===== src/rtl/demux_if.sv =====
// demux_if: receive-side symbol bus into the demux and the decoded frame/status outputs.
interface demux_if;
   logic [7:0] rx_DataE;
   logic       rx_dk;
   logic       rx_Valid;
   logic [7:0] rx_DataD;
   logic       rx_DataD_valid;
   logic [3:0] control_dk;
   logic       pkt_start;
   logic       pkt_type;
   logic       pkt_end;
   logic       pkt_abort;
   logic [7:0] pkt_len;
   logic       err_framing;
   logic       locked;
   modport master (
      output rx_DataE, rx_dk, rx_Valid,
      input  rx_DataD, rx_DataD_valid, control_dk, pkt_start, pkt_type,
             pkt_end, pkt_abort, pkt_len, err_framing, locked
   );
   modport slave (
      input  rx_DataE, rx_dk, rx_Valid,
      output rx_DataD, rx_DataD_valid, control_dk, pkt_start, pkt_type,
             pkt_end, pkt_abort, pkt_len, err_framing, locked
   );
endinterface


===== src/rtl/demux.sv =====
// demux: K-symbol classifier with COM-based symbol lock and TLP/DLLP framing.
module demux (
   input  logic   clk,
   input  logic   rst,
   input  logic   enb,
   demux_if.slave bus
);
   localparam logic [7:0] COM = 8'hBC, SKP = 8'h1C, STP = 8'hFB, SDP = 8'h5C;
   localparam logic [7:0] ENDK = 8'hFD, EDB = 8'hFE, FTS = 8'h3C, IDLE = 8'h7C;
   localparam logic [3:0] C_DATA = 4'd0, C_COM = 4'd1, C_SKP = 4'd2, C_STP = 4'd3, C_SDP = 4'd4;
   localparam logic [3:0] C_END = 4'd5, C_EDB = 4'd6, C_FTS = 4'd7, C_IDLE = 4'd8, C_UNK = 4'd15;
   typedef enum logic {UNLOCKED, LOCKED} lock_t;
   typedef enum logic [1:0] {OUT, TLP, DLLP} frame_t;
   lock_t      lock_q, lock_d;
   frame_t     frame_q, frame_d;
   logic [2:0] com_cnt_q, com_cnt_d;
   logic [1:0] err_cnt_q, err_cnt_d;
   logic [7:0] len_q, len_d;
   logic [7:0] data_q, data_d, plen_q, plen_d;
   logic [3:0] ctrl_q, ctrl_d, cls;
   logic       dv_q, dv_d, start_q, start_d, type_q, type_d;
   logic       end_q, end_d, abort_q, abort_d, ferr_q, ferr_d;
   always_comb begin
      cls = !bus.rx_dk          ? C_DATA :
            bus.rx_DataE == COM  ? C_COM  :
            bus.rx_DataE == SKP  ? C_SKP  :
            bus.rx_DataE == STP  ? C_STP  :
            bus.rx_DataE == SDP  ? C_SDP  :
            bus.rx_DataE == ENDK ? C_END  :
            bus.rx_DataE == EDB  ? C_EDB  :
            bus.rx_DataE == FTS  ? C_FTS  :
            bus.rx_DataE == IDLE ? C_IDLE : C_UNK;
   end
   always_comb begin
      lock_d    = lock_q;
      frame_d   = frame_q;
      com_cnt_d = com_cnt_q;
      err_cnt_d = err_cnt_q;
      len_d     = len_q;
      data_d    = data_q;
      plen_d    = plen_q;
      ctrl_d    = ctrl_q;
      type_d    = type_q;
      dv_d      = 1'b0;
      start_d   = 1'b0;
      end_d     = 1'b0;
      abort_d   = 1'b0;
      ferr_d    = 1'b0;
      if (bus.rx_Valid) begin
         ctrl_d = cls;
         if (lock_q == UNLOCKED) begin
            com_cnt_d = (cls == C_COM) ? com_cnt_q + 3'd1 : 3'd0;
            if (cls == C_COM && com_cnt_q == 3'd3) begin
               lock_d    = LOCKED;
               com_cnt_d = 3'd0;
               err_cnt_d = 2'd0;
            end
         end else begin
            if (frame_q == OUT) begin
               if (cls == C_STP || cls == C_SDP) begin
                  frame_d = (cls == C_STP) ? TLP : DLLP;
                  type_d  = (cls == C_SDP);
                  start_d = 1'b1;
                  len_d   = 8'd0;
               end else begin
                  ferr_d = (cls == C_DATA || cls == C_END || cls == C_EDB || cls == C_UNK);
               end
            end else if (cls == C_DATA) begin
               data_d = bus.rx_DataE;
               dv_d   = 1'b1;
               len_d  = (len_q == 8'hFF) ? len_q : len_q + 8'd1;
            end else if (cls != C_SKP) begin
               // any non-SKP K-symbol inside a frame closes it; only END counts as a clean close
               frame_d = OUT;
               plen_d  = len_q;
               end_d   = (cls == C_END);
               abort_d = (cls != C_END);
               ferr_d  = (cls != C_END && cls != C_EDB);
            end
            err_cnt_d = ferr_d ? err_cnt_q + 2'd1 : 2'd0;
            if (ferr_d && err_cnt_q == 2'd3) begin
               lock_d    = UNLOCKED;
               frame_d   = OUT;
               err_cnt_d = 2'd0;
            end
         end
      end
   end
   always_ff @(posedge clk) begin
      if (rst || !enb) begin
         lock_q    <= UNLOCKED;
         frame_q   <= OUT;
         com_cnt_q <= 3'd0;
         err_cnt_q <= 2'd0;
         len_q     <= 8'd0;
         data_q    <= 8'd0;
         plen_q    <= 8'd0;
         ctrl_q    <= 4'd0;
         type_q    <= 1'b0;
         dv_q      <= 1'b0;
         start_q   <= 1'b0;
         end_q     <= 1'b0;
         abort_q   <= 1'b0;
         ferr_q    <= 1'b0;
      end else begin
         lock_q    <= lock_d;
         frame_q   <= frame_d;
         com_cnt_q <= com_cnt_d;
         err_cnt_q <= err_cnt_d;
         len_q     <= len_d;
         data_q    <= data_d;
         plen_q    <= plen_d;
         ctrl_q    <= ctrl_d;
         type_q    <= type_d;
         dv_q      <= dv_d;
         start_q   <= start_d;
         end_q     <= end_d;
         abort_q   <= abort_d;
         ferr_q    <= ferr_d;
      end
   end
   assign bus.rx_DataD       = data_q;
   assign bus.rx_DataD_valid = dv_q;
   assign bus.control_dk     = ctrl_q;
   assign bus.pkt_start      = start_q;
   assign bus.pkt_type       = type_q;
   assign bus.pkt_end        = end_q;
   assign bus.pkt_abort      = abort_q;
   assign bus.pkt_len        = plen_q;
   assign bus.err_framing    = ferr_q;
   assign bus.locked         = (lock_q == LOCKED);
endmodule


===== src/flat_wrapper.sv =====
// flat-port wrapper written by rule: the top's interface ports become plain ports
module demux_flat 
  (clk, rst, enb, bus_rx_DataE, bus_rx_dk, bus_rx_Valid, bus_rx_DataD, bus_rx_DataD_valid, bus_control_dk, bus_pkt_start, bus_pkt_type, bus_pkt_end, bus_pkt_abort, bus_pkt_len, bus_err_framing, bus_locked);
  demux_if bus_i ();
  input  logic clk;
  input  logic rst;
  input  logic enb;
  input wire logic [$bits(bus_i.rx_DataE)-1:0] bus_rx_DataE;
  input wire logic [$bits(bus_i.rx_dk)-1:0] bus_rx_dk;
  input wire logic [$bits(bus_i.rx_Valid)-1:0] bus_rx_Valid;
  output wire logic [$bits(bus_i.rx_DataD)-1:0] bus_rx_DataD;
  output wire logic [$bits(bus_i.rx_DataD_valid)-1:0] bus_rx_DataD_valid;
  output wire logic [$bits(bus_i.control_dk)-1:0] bus_control_dk;
  output wire logic [$bits(bus_i.pkt_start)-1:0] bus_pkt_start;
  output wire logic [$bits(bus_i.pkt_type)-1:0] bus_pkt_type;
  output wire logic [$bits(bus_i.pkt_end)-1:0] bus_pkt_end;
  output wire logic [$bits(bus_i.pkt_abort)-1:0] bus_pkt_abort;
  output wire logic [$bits(bus_i.pkt_len)-1:0] bus_pkt_len;
  output wire logic [$bits(bus_i.err_framing)-1:0] bus_err_framing;
  output wire logic [$bits(bus_i.locked)-1:0] bus_locked;
  assign bus_i.rx_DataE = bus_rx_DataE;
  assign bus_i.rx_dk = bus_rx_dk;
  assign bus_i.rx_Valid = bus_rx_Valid;
  assign bus_rx_DataD = bus_i.rx_DataD;
  assign bus_rx_DataD_valid = bus_i.rx_DataD_valid;
  assign bus_control_dk = bus_i.control_dk;
  assign bus_pkt_start = bus_i.pkt_start;
  assign bus_pkt_type = bus_i.pkt_type;
  assign bus_pkt_end = bus_i.pkt_end;
  assign bus_pkt_abort = bus_i.pkt_abort;
  assign bus_pkt_len = bus_i.pkt_len;
  assign bus_err_framing = bus_i.err_framing;
  assign bus_locked = bus_i.locked;
  demux u_core (.clk(clk), .rst(rst), .enb(enb), .bus(bus_i));
endmodule

===== config.mk =====
export PLATFORM = sky130hd
export DESIGN_NAME = demux_flat
export DESIGN_NICKNAME = d
export VERILOG_FILES = /design/src/rtl/demux_if.sv /design/src/rtl/demux.sv /design/src/flat_wrapper.sv
export SDC_FILE = /design/constraint.sdc
export NUM_CORES = 1
export LEC_CHECK = 0
export CAP_MARGIN = 5
export CORE_ASPECT_RATIO = 1.25
export CORE_MARGIN = 2
export CORE_UTILIZATION = 55
export DETAILED_ROUTE_END_ITERATION = 16
export HOLD_SLACK_MARGIN = 0.02
export PLACE_DENSITY_LB_ADDON = 0.08
export SYNTH_ARGS = -nofsm -noshare
export SYNTH_HDL_FRONTEND = slang
export SYNTH_SLANG_ARGS = --single-unit

===== constraint.sdc =====
create_clock -name clk -period 7 [get_ports clk]
set_input_delay 1.75 -clock clk [delete_from_list [all_inputs] [get_ports clk]]
set_output_delay 1.75 -clock clk [all_outputs]
set_load 0.01 [all_outputs]

* Yosys cells after proc, flatten, opt, wreduce, memory -nomap -nowiden *
Cells that the tools add are included.

storage, ports and cells
  register bits = 42
  latch bits = 0
  memory bits (writable) = 0
  bits in read-only memories = 0
  word-level logic and storage cells = 107
  memories kept = 0

operators by class
  add/subtract/negate cells = 3
  multipliers = 0
  divide/modulo/power cells = 0
  order comparisons = 0
  equal/unequal tests = 24
  shift-type cells = 0
  muxes and demuxes = 36
  bitwise logic cells = 5
  reduce and logical (&&, ||, !) cells = 25

operator list
  operator                                              number
  equality test 8 bit (second input constant)           5
  two-way mux 4 bit                                     8
  two-way mux 8 bit                                     4
  two-way mux 2 bit                                     10
  equality test 8 x 7 -> 1 bit (second input constant)  2
  AND reduction 5 bit                                   3
  equality test 4 x 3 -> 1 bit (second input constant)  3
  two-way mux 1 bit                                     11
  two-way mux 3 bit                                     3
  adder 8 x 1 -> 8 bit (second input constant)          1
  equality test 8 x 5 -> 1 bit (second input constant)  1
  equality test 8 x 6 -> 1 bit (second input constant)  1
  != test 4 x 3 -> 1 bit (second input constant)        2
  AND reduction 4 bit                                   2
  OR reduction 4 bit                                    2
  OR reduction 6 bit                                    1
  logical OR 1 bit                                      5
  inverter 1 bit                                        5
  equality test 4 x 1 -> 1 bit (second input constant)  1
  equality test 4 x 2 -> 1 bit (second input constant)  1
  equality test 4 bit (second input constant)           1
  logical NOT 4 bit                                     1
  != test 4 x 2 -> 1 bit (second input constant)        1
  AND reduction 2 bit                                   2
  other kinds (14)                                      17

* Depth between registers and ports, before layout *
  depth after elaboration = 21
  mapped depth = 9
  mapped depth without buffers = 7

* Least setup slack after synthesis *
No wires, ideal clock.

  path type = input port to flip-flop
  start = input port bus_rx_DataE[0]
  end = register u_core.len_q[1]
  setup time = 0.128 ns
  arrival time = 3.597 ns
  required time = 6.872 ns
  setup slack = 3.276 ns
  stages = 8
  path through = or4b_1 or3_4 and3_4 nor4_4 o21ai_2 buf_6 a31oi_1 nor2_1

between the ends
  word-level cells in the longest chain between the ends = 14
  elaborated cells between the ends (all ways) = 24
  those cells by class = eq/ne: 11; mux: 9; reduce/logical: 4

RTL lines
  item                                                                                 line               text
  start, declared                                                                      flat_wrapper.sv:8  input wire logic [$bits(bus_i.rx_DataE)-1:0] bus_rx_DataE;
  equality test 8 x 7 -> 1 bit                                                         demux.sv:32        bus.rx_DataE == IDLE ? C_IDLE : C_UNK;
  two-way mux 3 bit                                                                    demux.sv:32
  two-way mux 4 bit                                                                    demux.sv:31        bus.rx_DataE == FTS ? C_FTS :
  two-way mux 4 bit                                                                    demux.sv:30        bus.rx_DataE == EDB ? C_EDB :
  two-way mux 4 bit                                                                    demux.sv:29        bus.rx_DataE == ENDK ? C_END :
  two-way mux 4 bit                                                                    demux.sv:28        bus.rx_DataE == SDP ? C_SDP :
  two-way mux 4 bit                                                                    demux.sv:27        bus.rx_DataE == STP ? C_STP :
  two-way mux 4 bit                                                                    demux.sv:26        bus.rx_DataE == SKP ? C_SKP :
  two-way mux 4 bit *                                                                  demux.sv:25        bus.rx_DataE == COM ? C_COM :
  two-way mux 4 bit *                                                                  demux.sv:24        cls = !bus.rx_dk ? C_DATA :
  equality test 4 x 2 -> 1 bit / equality test 4 x 3 -> 1 bit (equally long branches)  demux.sv:60        if (cls == C_STP || cls == C_SDP) begin
  logical OR 1 bit                                                                     demux.sv:60
  != test 2 bit (no line)                                                              --
  AND reduction 5 bit (no line) *                                                      --
  end signal, assigned                                                                 demux.sv:110       len_q <= len_d;
  end, declared                                                                        demux.sv:18        logic [7:0] len_q, len_d;

Mark *: on every way between the ends. The rest lies on a longest branch, timed or not.
A chain may end at the register's enable or synchronous reset.

* Worst setup path after layout *
  start = input port bus_rx_DataE[1]
  end = register u_core.len_q[7]

The elaborated chain is that of the path after synthesis.

==> flow_summary.yaml <==
clock_network:
  clk_pin_slew_ns: 0.08
  cts_tree: "done"
  numCtsBuffers: 5
  clock_latency_ns: 0.29
  holdBufCountCts: 0
  cts_resized: 0
  clock-sinks: 42
  clockBufferDepth: 2
  cts_setup_buffers: 0
  cts_root_buf: "clkbuf_8"
  htree_levels: 2
final_layout:
  final_util: 0.699
  layout-drive-gt1-share: 0.0751
  mostFrequentLayoutCells: "dfxtp_1, clkdlybuf4s50_1, nand2_1"
  fin_cells: 333
  stdcell_area_um2: 2620
  final_net_count: 309
  final_common_cell: "dfxtp_1"
  fillers: 319
  syn2layout_area_growth_pct: 23.3
  num_antenna_cells: 0
drt:
  via_per_inst: 5.81
  ant_nets: 0
  drcViolationCount: 0
  wl_um: 4610
  wl_per_cell_um: 13.8
  routed-via-count: 1936
  dr.pass1.iters: 4
  dr.first_iter.drc_count: 79
grt:
  antenna_found_initial: 0
  gr-total-overflow: 0
  grt_pass1_wl_um: 7770
  grt_usage: 0.231
  grt_pass1_vias: 1712
  grt_max_degree: 34
synth:
  ys_async_sr_fraction: 0
  ys_ff_latch: 42
  syn_nets: 277
  ys_types: 54
  synth_cells: 260
  ys.flop_type: "dfxtp_1"
  syn_area_um2: 2130
  yosysWarnings: 0
  yosysSeqAreaShare: 0.395
  synth_edf_count: 0
  syn_avg_cell_area_um2: 8.18
worst_setup_path:
  required_ns: 7.23
  slowest_stage: "or4b_1"
  path_cells: "clkdlybuf4s50_1 -> or4b_1 -> or3_4 -> and3_4 -> nor4_4 -> o21ai_2 -> a211oi_2 -> mux2i_1"
  critPathKind: "in -> reg"
  max_stage_delay_ns: 0.59
  cp_max_fo: 14
  arrival_ns: 4.51
  worstSetupStartpointType: "input pin"
  end_kind: "register"
floorplanning:
  coreArea_um2: 3750
  start_util: 0.567
  io_pins: 40
  die_area_um2: 4380
  die_w_um: 59.6
  rows: 25
  die_y_um: 73.5
job:
  drv_cap: 0
pwr:
  power_density_nw_per_um2: 177
  ir_drop_mv: 0.0992
  p_clk_frac: 0.410
  power_mw: 0.465
  power_switching_share: 0.224
  intPower_mw: 0.361
  p_seq_frac: 0.515
  p_comb_frac: 0.075
  leakagePower_nw: 0.994
  p_sw_mw: 0.104
place:
  gp_congestion: 0.930
  dp_hpwl_um: 3370
  placed_cells: 325
  place_area_um2: 2510
  io_buffers: 39
status:
  status: "complete, no violations"
timing:
  achievable-frequency_mhz: 234
  fin_crit_sh: 0.611
  slew_viol_final: 0
  fin_skew_ns: 0.00704
  relSlewSlack: 0.341
  tightest_slew_ns: 0.980
  fin_tns_setup_ns: 0
  period_needed_ns: 4.28
  rsz0062_at_grt: "false"
  setup_viol: 0
  hold_violations: 0
hold_path:
  min_path_type: "reg -> reg"
-- power by group through the flow --
stage	registers [mW]	clock network, mW	logic [mW]
2_1_floorplan	0.246	0	0.0200
3_3_place_gp	0.245	0	0.0343
3_5_place_dp	0.245	0	0.0346
4_1_cts	0.240	0.194	0.0348
5_1_grt	0.240	0.204	0.0388
6_report	0.240	0.191	0.0347
-- synthesized netlist by cell type, drive strengths merged, types with 3 or more instances --
| library cell | count | area [um^2] |
|---|---|---|
| a21oi | 22 | 110 |
| a31oi | 3 | 18.8 |
| and3 | 8 | 56.3 |
| buf | 3 | 20.0 |
| clkbuf | 12 | 45.0 |
| dfxtp | 42 | 841 |
| ha | 4 | 50.1 |
| inv | 6 | 22.5 |
| mux2i | 13 | 130 |
| nand2 | 34 | 128 |
| nand2b | 4 | 25.0 |
| nand3 | 9 | 45.0 |
| nand3b | 3 | 22.5 |
| nand4 | 6 | 37.5 |
| nor2 | 30 | 113 |
| nor2b | 8 | 50.1 |
| nor3 | 5 | 30.0 |
| o21ai | 8 | 43.8 |
| or2 | 5 | 31.3 |
| or3 | 3 | 23.8 |
-- state kept, by name, indices dropped and copies added (netlist names) --
| signal | count |
|---|---|
| u_core.bus.rx_DataD | 8 |
| u_core.bus.control_dk | 4 |
| u_core.com_cnt_q | 3 |
| u_core.err_cnt_q | 2 |
| u_core.bus.pkt_abort | 1 |
| u_core.frame_q | 2 |
| u_core.bus.pkt_len | 8 |
| u_core.bus.pkt_type | 1 |
| u_core.bus.err_framing | 1 |
| u_core.bus.rx_DataD_valid | 1 |
| u_core.bus.pkt_start | 1 |
| u_core.bus.locked | 1 |
| u_core.bus.pkt_end | 1 |
| u_core.len_q | 8 |
-- stage by stage --
| stage | worst slack, ns | hold WS, ns |
|---|---|---|
| after floorplan | 3.28 | 0.436 |
| after detailed placement | 2.41 | 0.445 |
| after global placement | 2.50 | 0.442 |
| after global routing | 2.41 | 0.482 |
| final | 2.72 | 0.455 |
| after CTS | 2.70 | 0.457 |
-- metal layers --
layer,GRT usage,wire length (um)
met3,0.0493,214
met4,0.0790,58
met1,0.320,2180
met5,0,0
met2,0.357,2160
-- final timing paths --
kind / slack [ns] / cells after the start / endpoint / start
min: 0.45 / 2 / u_core.bus.rx_DataD[7] / u_core.bus.rx_DataD[7]
min reg2reg: 0.45 / 2 / u_core.bus.rx_DataD[7] / u_core.bus.rx_DataD[7]
max reg2reg: 4.70 / 7 / u_core.len_q[1] / u_core.len_q[0]
max: 2.72 / 8 / u_core.len_q[7] / bus_rx_DataE[1]
-- critical path: cells and delay by family --
family,cells,cell delay (ns)
and+or+nand+nor,4,1.49
muxes,1,0.19
AOI/OAI and AO/OA,2,0.49
buffers and inverters,1,0.58
-- kinds of logic (layout without fill, tap and decap cells) --
family	Yosys count	count (layout)	share of synthesized area
buffers and inverters	21	54	0.0412
DFF	42	42	0.395
and+or+nand+nor	127	127	0.316
muxes	13	13	0.0612
adders and majority gates	4	4	0.0235
xor gates and xnor gates	2	2	0.00824
AOI/OAI and AO/OA	51	51	0.155
-- final cells by class --
type | instances | area, um^2 | area share
inverter | 6 | 22.5 | 0.00859
timing repair buffer | 40 | 398 | 0.152
sequential | 42 | 841 | 0.321
tap | 40 | 50.0 | 0.0191
multi-input combinational | 197 | 1200 | 0.457
clock buffer | 5 | 68.8 | 0.0262
clock inverter | 3 | 43.8 | 0.0167
No activity file was read; power rests on OpenSTA's default activity.
